[config.mk]
export PLATFORM = sky130hd
export DESIGN_NAME = spart_rx
export DESIGN_NICKNAME = d
export VERILOG_FILES = /design/src/rtl/spart_pkg.sv /design/src/rtl/spart_sync.sv /design/src/rtl/spart_rx.sv
export SDC_FILE = /design/constraint.sdc
export NUM_CORES = 1
export LEC_CHECK = 0
export BUFFER_PORTS_ARGS = -buffer_cell sky130_fd_sc_hd__buf_2
export CAP_MARGIN = 10
export CORE_ASPECT_RATIO = 1.25
export CORE_MARGIN = 5
export CORE_UTILIZATION = 38
export CTS_CLUSTER_DIAMETER = 40
export DETAILED_ROUTE_END_ITERATION = 16
export SLEW_MARGIN = 0
export SYNTH_ARGS = -nofsm -noshare
export SYNTH_HDL_FRONTEND = slang
export SYNTH_SLANG_ARGS = --single-unit
[constraint.sdc]
create_clock -name clk -period 2 [get_ports clk]
set_clock_uncertainty 0.15 [all_clocks]
set_input_delay 0.2 -clock clk [delete_from_list [all_inputs] [get_ports clk]]
set_output_delay 0.2 -clock clk [all_outputs]
set_load 0.01 [all_outputs]
[src/rtl/spart_pkg.sv]
// ---------------------------------------------------------------------------
// spart_pkg
// Definitions shared by the SPART receive and transmit sides.
//   OVERSAMPLE_DEFAULT : baud_en ticks per serial bit period
//   spart_state_t      : encoding of the serial framing FSM states
// No ports; import with "import spart_pkg::*;".
// ---------------------------------------------------------------------------
package spart_pkg;

    localparam int OVERSAMPLE_DEFAULT = 16;

    // The encodings are kept fixed so that existing software and waveform
    // decoders that know the raw state values keep working.
    typedef logic [2:0] spart_state_t;

    localparam spart_state_t IDLE    = 3'd0;
    localparam spart_state_t START   = 3'd1;
    localparam spart_state_t DATA    = 3'd2;
    localparam spart_state_t STOP    = 3'd3;
    localparam spart_state_t WAIT_HI = 3'd4;

endpackage

[src/rtl/spart_sync.sv]
// ---------------------------------------------------------------------------
// spart_sync
// Two-flop synchronizer for a single asynchronous input.
//   clk : system clock
//   rst : synchronous active-high reset, both flops reset to 1 (line idle)
//   d   : asynchronous input
//   q   : synchronized output, two clk of latency
// ---------------------------------------------------------------------------
module spart_sync (
    input  logic clk,
    input  logic rst,
    input  logic d,
    output logic q
);

    logic meta;

    // Both stages reset high so an idle serial line never looks like a start
    // bit while coming out of reset.
    always_ff @(posedge clk) begin
        if (rst) begin
            meta <= 1'b1;
            q    <= 1'b1;
        end else begin
            meta <= d;
            q    <= meta;
        end
    end

endmodule

[src/rtl/spart_rx.sv]
// ---------------------------------------------------------------------------
// spart_rx
// Oversampling 8N1 serial receiver with a single receive holding register.
//   OVERSAMPLE : baud_en ticks per bit, even, 8..32
//   clk        : system clock
//   rst        : synchronous active-high reset
//   baud_en    : one-clk oversample tick
//   rxd        : asynchronous serial input, idle high, LSB first
//   clr_rda    : one-clk pulse when the holding register is read
//   rx_data    : receive holding register
//   rda        : receive data available
//   frm_err    : sticky framing error (stop bit sampled low)
//   ovr_err    : sticky overrun (new byte loaded while rda was still set)
// ---------------------------------------------------------------------------
module spart_rx
    import spart_pkg::*;
#(
    parameter int OVERSAMPLE = OVERSAMPLE_DEFAULT
) (
    input  logic       clk,
    input  logic       rst,
    input  logic       baud_en,
    input  logic       rxd,
    input  logic       clr_rda,
    output logic [7:0] rx_data,
    output logic       rda,
    output logic       frm_err,
    output logic       ovr_err
);

    localparam int CW = $clog2(OVERSAMPLE);
    localparam logic [CW-1:0] MID_TICK  = CW'(OVERSAMPLE / 2 - 1);
    localparam logic [CW-1:0] LAST_TICK = CW'(OVERSAMPLE - 1);

    logic          rxd_s;
    spart_state_t  state;
    logic [CW-1:0] tick_cnt;
    logic [CW-1:0] next_tick;
    logic [2:0]    bit_idx;
    logic [7:0]    shift;
    logic          stop_sample;
    logic          load;
    logic          frame_bad;

    spart_sync u_sync (
        .clk (clk),
        .rst (rst),
        .d   (rxd),
        .q   (rxd_s)
    );

    assign next_tick   = (tick_cnt == LAST_TICK) ? '0 : tick_cnt + 1'b1;

    // The stop bit is judged on the tick that ends its count; a good stop
    // bit loads the holding register on that same edge.
    assign stop_sample = (state == STOP) && baud_en && (tick_cnt == LAST_TICK);
    assign load        = stop_sample && rxd_s;
    assign frame_bad   = stop_sample && !rxd_s;

    // Framing FSM. Everything here moves only on baud_en, so the FSM, the
    // tick counter and the shift register freeze between oversample ticks.
    // Entering DATA at mid start bit means each full OVERSAMPLE count later
    // lands in the middle of the next bit.
    always_ff @(posedge clk) begin
        if (rst) begin
            state    <= IDLE;
            tick_cnt <= '0;
            bit_idx  <= '0;
            shift    <= '0;
        end else if (baud_en) begin
            case (state)
                IDLE: begin
                    if (!rxd_s) begin
                        state    <= START;
                        tick_cnt <= '0;
                    end
                end
                START: begin
                    if (tick_cnt == MID_TICK) begin
                        tick_cnt <= '0;
                        bit_idx  <= '0;
                        state    <= rxd_s ? IDLE : DATA;
                    end else begin
                        tick_cnt <= next_tick;
                    end
                end
                DATA: begin
                    tick_cnt <= next_tick;
                    if (tick_cnt == LAST_TICK) begin
                        shift[bit_idx] <= rxd_s;
                        bit_idx        <= bit_idx + 1'b1;
                        if (bit_idx == 3'd7) begin
                            state <= STOP;
                        end
                    end
                end
                STOP: begin
                    tick_cnt <= next_tick;
                    if (tick_cnt == LAST_TICK) begin
                        state <= rxd_s ? IDLE : WAIT_HI;
                    end
                end
                WAIT_HI: begin
                    // A held-low line (break) must not be mistaken for the
                    // start bit of a new frame.
                    if (rxd_s) begin
                        state <= IDLE;
                    end
                end
                default: begin
                    state    <= IDLE;
                    tick_cnt <= '0;
                end
            endcase
        end
    end

    // Holding register and status flags. A load beats a simultaneous read:
    // rda stays set and ovr_err keeps its value, while frm_err is still
    // cleared by the read.
    always_ff @(posedge clk) begin
        if (rst) begin
            rx_data <= 8'h00;
            rda     <= 1'b0;
            frm_err <= 1'b0;
            ovr_err <= 1'b0;
        end else begin
            if (load) begin
                rx_data <= shift;
            end

            if (load) begin
                rda <= 1'b1;
            end else if (clr_rda) begin
                rda <= 1'b0;
            end

            if (frame_bad) begin
                frm_err <= 1'b1;
            end else if (clr_rda) begin
                frm_err <= 1'b0;
            end

            if (clr_rda) begin
                if (!load) begin
                    ovr_err <= 1'b0;
                end
            end else if (load && rda) begin
                ovr_err <= 1'b1;
            end
        end
    end

endmodule

==> results of run 1 <==
## metal layers
layer  part of all wire  wire (um)  vias to the layer above
li1                   -          -                      604
met1               0.43       1260                      574
met2               0.52       1500                       21
met3              0.027         80                        7
met4              0.025         72                        0
met5                  0          0                        -
## area by class of cell
class                   instances  area, um^2  area share
flip-flops and latches         31         621       0.375
repair buffers                 24         145      0.0878
multi-input cells             111         733       0.444
well taps                      40        50.0      0.0303
clock inverters                 1        5.00     0.00303
clock buffers                   7        76.3      0.0462
inverters                       6        22.5      0.0136
## cell usage after synthesis (2+ instances only)
cell      instances
dfxtp_1          31
nor2_1           26
mux2i_1          16
nor3_1            9
a21oi_1           7
clkbuf_1          6
inv_1             6
nand3_1           5
buf_2             4
nand2_1           4
o21ai_0           4
ha_1              3
nor4_1            3
o31ai_1           3
or3_1             3
a211o_1           2
a22oi_1           2
a311o_1           2
buf_4             2
nand2b_1          2
nand3b_1          2
or2_2             2
or3b_2            2
xor2_1            2
## report_power, final
group,switching (uW),internal (uW)
clock network,216,244
logic,24.6,15.7
registers,4.44,621
total,245,880
## critical path: stages (launching register included)
cell	delay (ps)
dfxtp_1	410
ha_1	220
nand2_1	110
or3_1	440
buf_4	210
mux2i_1	170
nor2_1	70
## sequential cells by signal, summed over array words and instances (netlist names)
signal and count:
bit_idx 3, frm_err 1, ovr_err 1, rda 1, rx_data 8, shift 8, state 3, tick_cnt 4
u_sync.meta 1, u_sync.q 1
## cell families (layout without fill, tap and decap cells)
group / Yosys count / after routing / share of synthesized area
flops: 31 / 31 / 0.428
buf+inv: 20 / 38 / 0.0664
simple gates: 62 / 62 / 0.215
compound gates: 28 / 28 / 0.142
xor+xnor: 2 / 2 / 0.0121
fa+ha+maj: 3 / 3 / 0.0259
mux: 16 / 16 / 0.110
## metrics by stage
stage	power (uW)	hold WS, ps
2_1_floorplan	668	154
3_3_place_gp	677	233
3_5_place_dp	678	236
4_1_cts	1140	61.9
5_1_grt	1170	93.5
6_report	1120	68.3
## path summary, 6_finish.rpt
kind / startpoint / endpoint / slack [ps] / depth (start not counted)
worst max register to register: tick_cnt[0] / rx_data[2] / 90 / 6
worst min register to register: u_sync.meta / u_sync.q / 260 / 1
worst max-delay path: tick_cnt[0] / rx_data[2] / 90 / 6
worst min-delay path: clr_rda / ovr_err / 70 / 3
## timing repair
action                                  CTS  global route
hold endpoints to repair                  1             0
endpoints found under the setup margin    0             0
hold buffers                              1             0
==> impl_metrics.ini, run 1 <==
[run]
cap_violations = 0

[grt]
grt_util_met3 = 0.0297
gr-usage-met2 = 0.224
grt_remaining_overflow = 0
gr-usage-all-layers = 0.121
top_usage_layer = met2
antenna_found_initial = 0
grt_pass1_wl_um = 4900
met1_usage = 0.123
grt_max_degree = 35
grt_pass1_vias = 1145

[setup_path]
worstPathArrival_ps = 1890
crit_required_ps = 1980
cp-start-kind = register
path_class = register to register
setup.worst_path.end_class = register
cp_max_fo = 8

[synth]
synth_top_area_share = 0.428
synthFlopType = dfxtp_1
netlist_area_um2 = 1450
async_flop_share = 0
avgSynthCellArea_um2 = 8.95
synth.area.top_cells = dfxtp_1 43%, mux2i_1 11%, nor2_1 6.7%
ys_types = 38
synth_seq_area_share = 0.428
yosys.area.top_type = dfxtp_1
yosysWarningCount = 0
synth_edf_count = 0
ys_ff_latch = 31
postSynthCellCount = 162
synth_nets = 170

[finish]
diodes = 0
area_delta_synth_final_pct = 14.0
design_area_um2 = 1650
n_fill_cell = 364
drive_above_1_share = 0.194
layout_commonest_cell = dfxtp_1
layout.nets = 187
post-route-util = 0.444
layout_common_cells = 31 x dfxtp_1, 26 x nor2_1, 16 x mux2i_1, 15 x buf_2, 9 x nor3_1
stdcell_count = 220

[drt]
antenna_left = 0
wl_per_cell_um = 13.2
vias = 1206
drt_wl_total_um = 2910
remaining_drc_errors = 0
drt_iter0_markers = 23
first_pass_iters = 6
vias_per_cell = 5.48

[sta]
finalSetupTns_ps = 0
setup_ws_ps = 91.8
setup_violations = 0
fin_crit_ps = 1910
rsz0062_at_grt = no
max_freq_mhz = 524
min_period_over_period = 0.954
relSlewSlack = 0.617
drv_slew = 0
hold_viol_final = 0
worst_slew_pin_slew_ps = 574

[clocking]
clockRootBuffer = clkbuf_8
cts_buffer_depth = 2
cts_resized = 0
htree_levels = 2
cts_setup_buffers = 0
cts_buffers = 5
clk_latency_ps = 270
cts_tree = done
cts_num_sinks = 31
cts.reportedPaths.clkPinSlew_ps = 60

[power_and_ir_drop]
powerDensity_nw_per_um2 = 680
peakVddDrop_v = 0.000577
power_leakage_uw = 0.000677

[floorplan]
die_w_um = 65.3
die_area_um2 = 5160
die_y_um = 79.1
core-area_um2 = 3720
num_rows = 25
io_pins = 16
start_util = 0.390

[placement]
place_area_um2 = 1560
io_buffers = 15
place_congestion = 0.761
placed_cells = 211
dpl.hpwl_um = 2070
pre_cts_slack_ps = 125

[hold_path]
hp-class = input port to register

[run_status]
status = finished clean
Power figures use the tool's default switching activity.
==> inputs of run 2 (changes only) <==
MAX_ROUTING_LAYER = met4   (was default)
SYNTH_HIERARCHICAL = 1   (was default)
==> run 2 against run 1 <==
Via count is 2.4% higher. Critical endpoint is now rx_data[5]. Area after synthesis stayed put. Total power is 9.1% higher. Highest routed layer unchanged.
==> impl_metrics.ini, run 2 <==
[setup_path]
setup.worst_path.end_class = register
cp-start-kind = register
crit_required_ps = 2000
cp_max_fo = 11
path_class = register to register
worstPathArrival_ps = 1860
worstReg2RegStart = tick_cnt[0]
reg2reg_depth = 6
rrSetupSlack_ps = 140
reg2reg_to = rx_data[5]

[drt]
wl_per_cell_um = 13.9
drt_iter0_markers = 73
drt_wl_total_um = 3040
antenna_left = 0
remaining_drc_errors = 0
vias_per_cell = 5.67
first_pass_iters = 4
vias = 1235

[sta]
drv_slew = 0
rsz0062_at_grt = no
max_freq_mhz = 538
fin_crit_ps = 1860
min_period_over_period = 0.929
setup_violations = 0
relSlewSlack = 0.616
hold-worst-slack_ps = 75.1
hold_viol_final = 0
finalSetupTns_ps = 0
worst_slew_pin_slew_ps = 576

[clocking]
cts_num_sinks = 31
cts.reportedPaths.clkPinSlew_ps = 70
cts_setup_buffers = 0
htree_levels = 2
cts_buffers = 5
clk_latency_ps = 280
cts_buffer_depth = 2
clockRootBuffer = clkbuf_8
cts_tree = done

[finish]
reg.largest.list = rx_data x8, shift x8, tick_cnt x4
design_area_um2 = 1700
layout_commonest_cell = dfxtp_1
layout_common_cells = 31 x dfxtp_1, 28 x nor2_1, 17 x mux2i_1, 15 x buf_2
drive_above_1_share = 0.191
area_delta_synth_final_pct = 17.3
layout.nets = 185
diodes = 0

[power_and_ir_drop]
power_leakage_uw = 0.000644
peakVddDrop_v = 0.000395
powerDensity_nw_per_um2 = 722

[hold_path]
min_from = clr_rda
hold_path_end = frm_err
hold_depth = 4
hp-class = input port to register

[synth]
synth.area.top_cells = dfxtp_1 43%, mux2i_1 12%, nor2_1 7.2%
synthFlopType = dfxtp_1
synth_nets = 168
synthTopCellsByCount = 31 x dfxtp_1, 28 x nor2_1, 17 x mux2i_1, 7 x a21oi_1
netlist_area_um2 = 1450
yosys.area.top_type = dfxtp_1
avgSynthCellArea_um2 = 9.06
yosysWarningCount = 6
synth.most_common_cell = dfxtp_1
async_flop_share = 0
postSynthCellCount = 160
ys_ff_latch = 31
synth_edf_count = 0
ys_types = 44
synth_seq_area_share = 0.428
synth_top_area_share = 0.428

[grt]
grt_pass1_wl_um = 5200
antenna_found_initial = 0
grt_max_degree = 34
grt_remaining_overflow = 0
gr-usage-all-layers = 0.132
grt_pass1_vias = 1190

[placement]
place_congestion = 0.782
dpl.hpwl_um = 2120
io_buffers = 15
place_area_um2 = 1570

[floorplan]
core-area_um2 = 3720
die_y_um = 79.1
io_pins = 16
die_area_um2 = 5160
start_util = 0.390
die_w_um = 65.3
num_rows = 25

[run]
cap_violations = 0

[run_status]
status = finished clean
-- run 2: changes by cell type after synthesis, moves of 3 or more --
cell      previous run  this run
clkbuf_1             6         2
nor3_1               9         3
nor4b_1              0         5
o31ai_1              3         0
or3_1                3         0
-- run 2: metrics by stage --
step	util	power, uW	worst slack, ps	std cells
after floorplan	-	674	253	160
final	0.457	1230	142	218
after global placement	0.422	691	113	209
after global routing	0.457	1280	20.0	218
after detailed placement	0.422	693	75.7	209
after CTS	0.452	1250	53.1	218
-- run 2: layout make-up --
cell class,count,area [um^2]
well taps,40,50.0
clock buffers,7,96.3
multi-input cells,114,779
flip-flops and latches,31,621
repair buffers,20,128
inverters,5,18.8
clock inverters,1,7.51
fillers,363,2020
-- run 2: logic make-up (layout without fill, tap and decap cells) --
family / Yosys count / after routing / share of synthesized area
AOI/OAI and AO/OA: 25 / 25 / 0.116
adders and majority gates: 3 / 3 / 0.0259
buffers and inverters: 15 / 33 / 0.0500
DFF: 31 / 31 / 0.428
muxes: 17 / 17 / 0.117
and+or+nand+nor: 69 / 69 / 0.263
-- run 2: timing repair --
item                                   in CTS  in global routing
hold buffers                                1                  0
setup endpoints to repair                   0                  8
gates resized for setup                     0                  3
endpoints found under the hold margin       1                  0
-- run 2: report_power, final --
group | switching, uW | internal [uW]
sequential | 4.32 | 621
combinational | 35.3 | 21.1
clock | 232 | 313
-- run 2: worst max-delay path: stages, from the launching register on --
cell,delay [ps]
dfxtp_1,410
ha_2,290
nand3_1,170
nor3_2,280
buf_12,180
mux2i_1,190
nor2_1,50
-- run 2: worst max-delay path by stage --
stage / from / endpoint / cells after the start
2_1_floorplan: tick_cnt[0] / rx_data[0] / 6
3_3_place_gp: tick_cnt[0] / shift[2] / 5
3_5_place_dp: tick_cnt[0] / shift[2] / 5
4_1_cts: tick_cnt[0] / shift[2] / 5
5_1_grt: tick_cnt[0] / rx_data[0] / 6
6_report: tick_cnt[0] / rx_data[5] / 6
-- run 2: layer usage --
layer  track usage  vias to the layer above  routed length, um
met5             -                        -                  0
met4        0.0809                        0                101
met3        0.0424                       12                125
met2         0.217                       31               1460
met1         0.137                      583               1350
li1              -                      609                  -
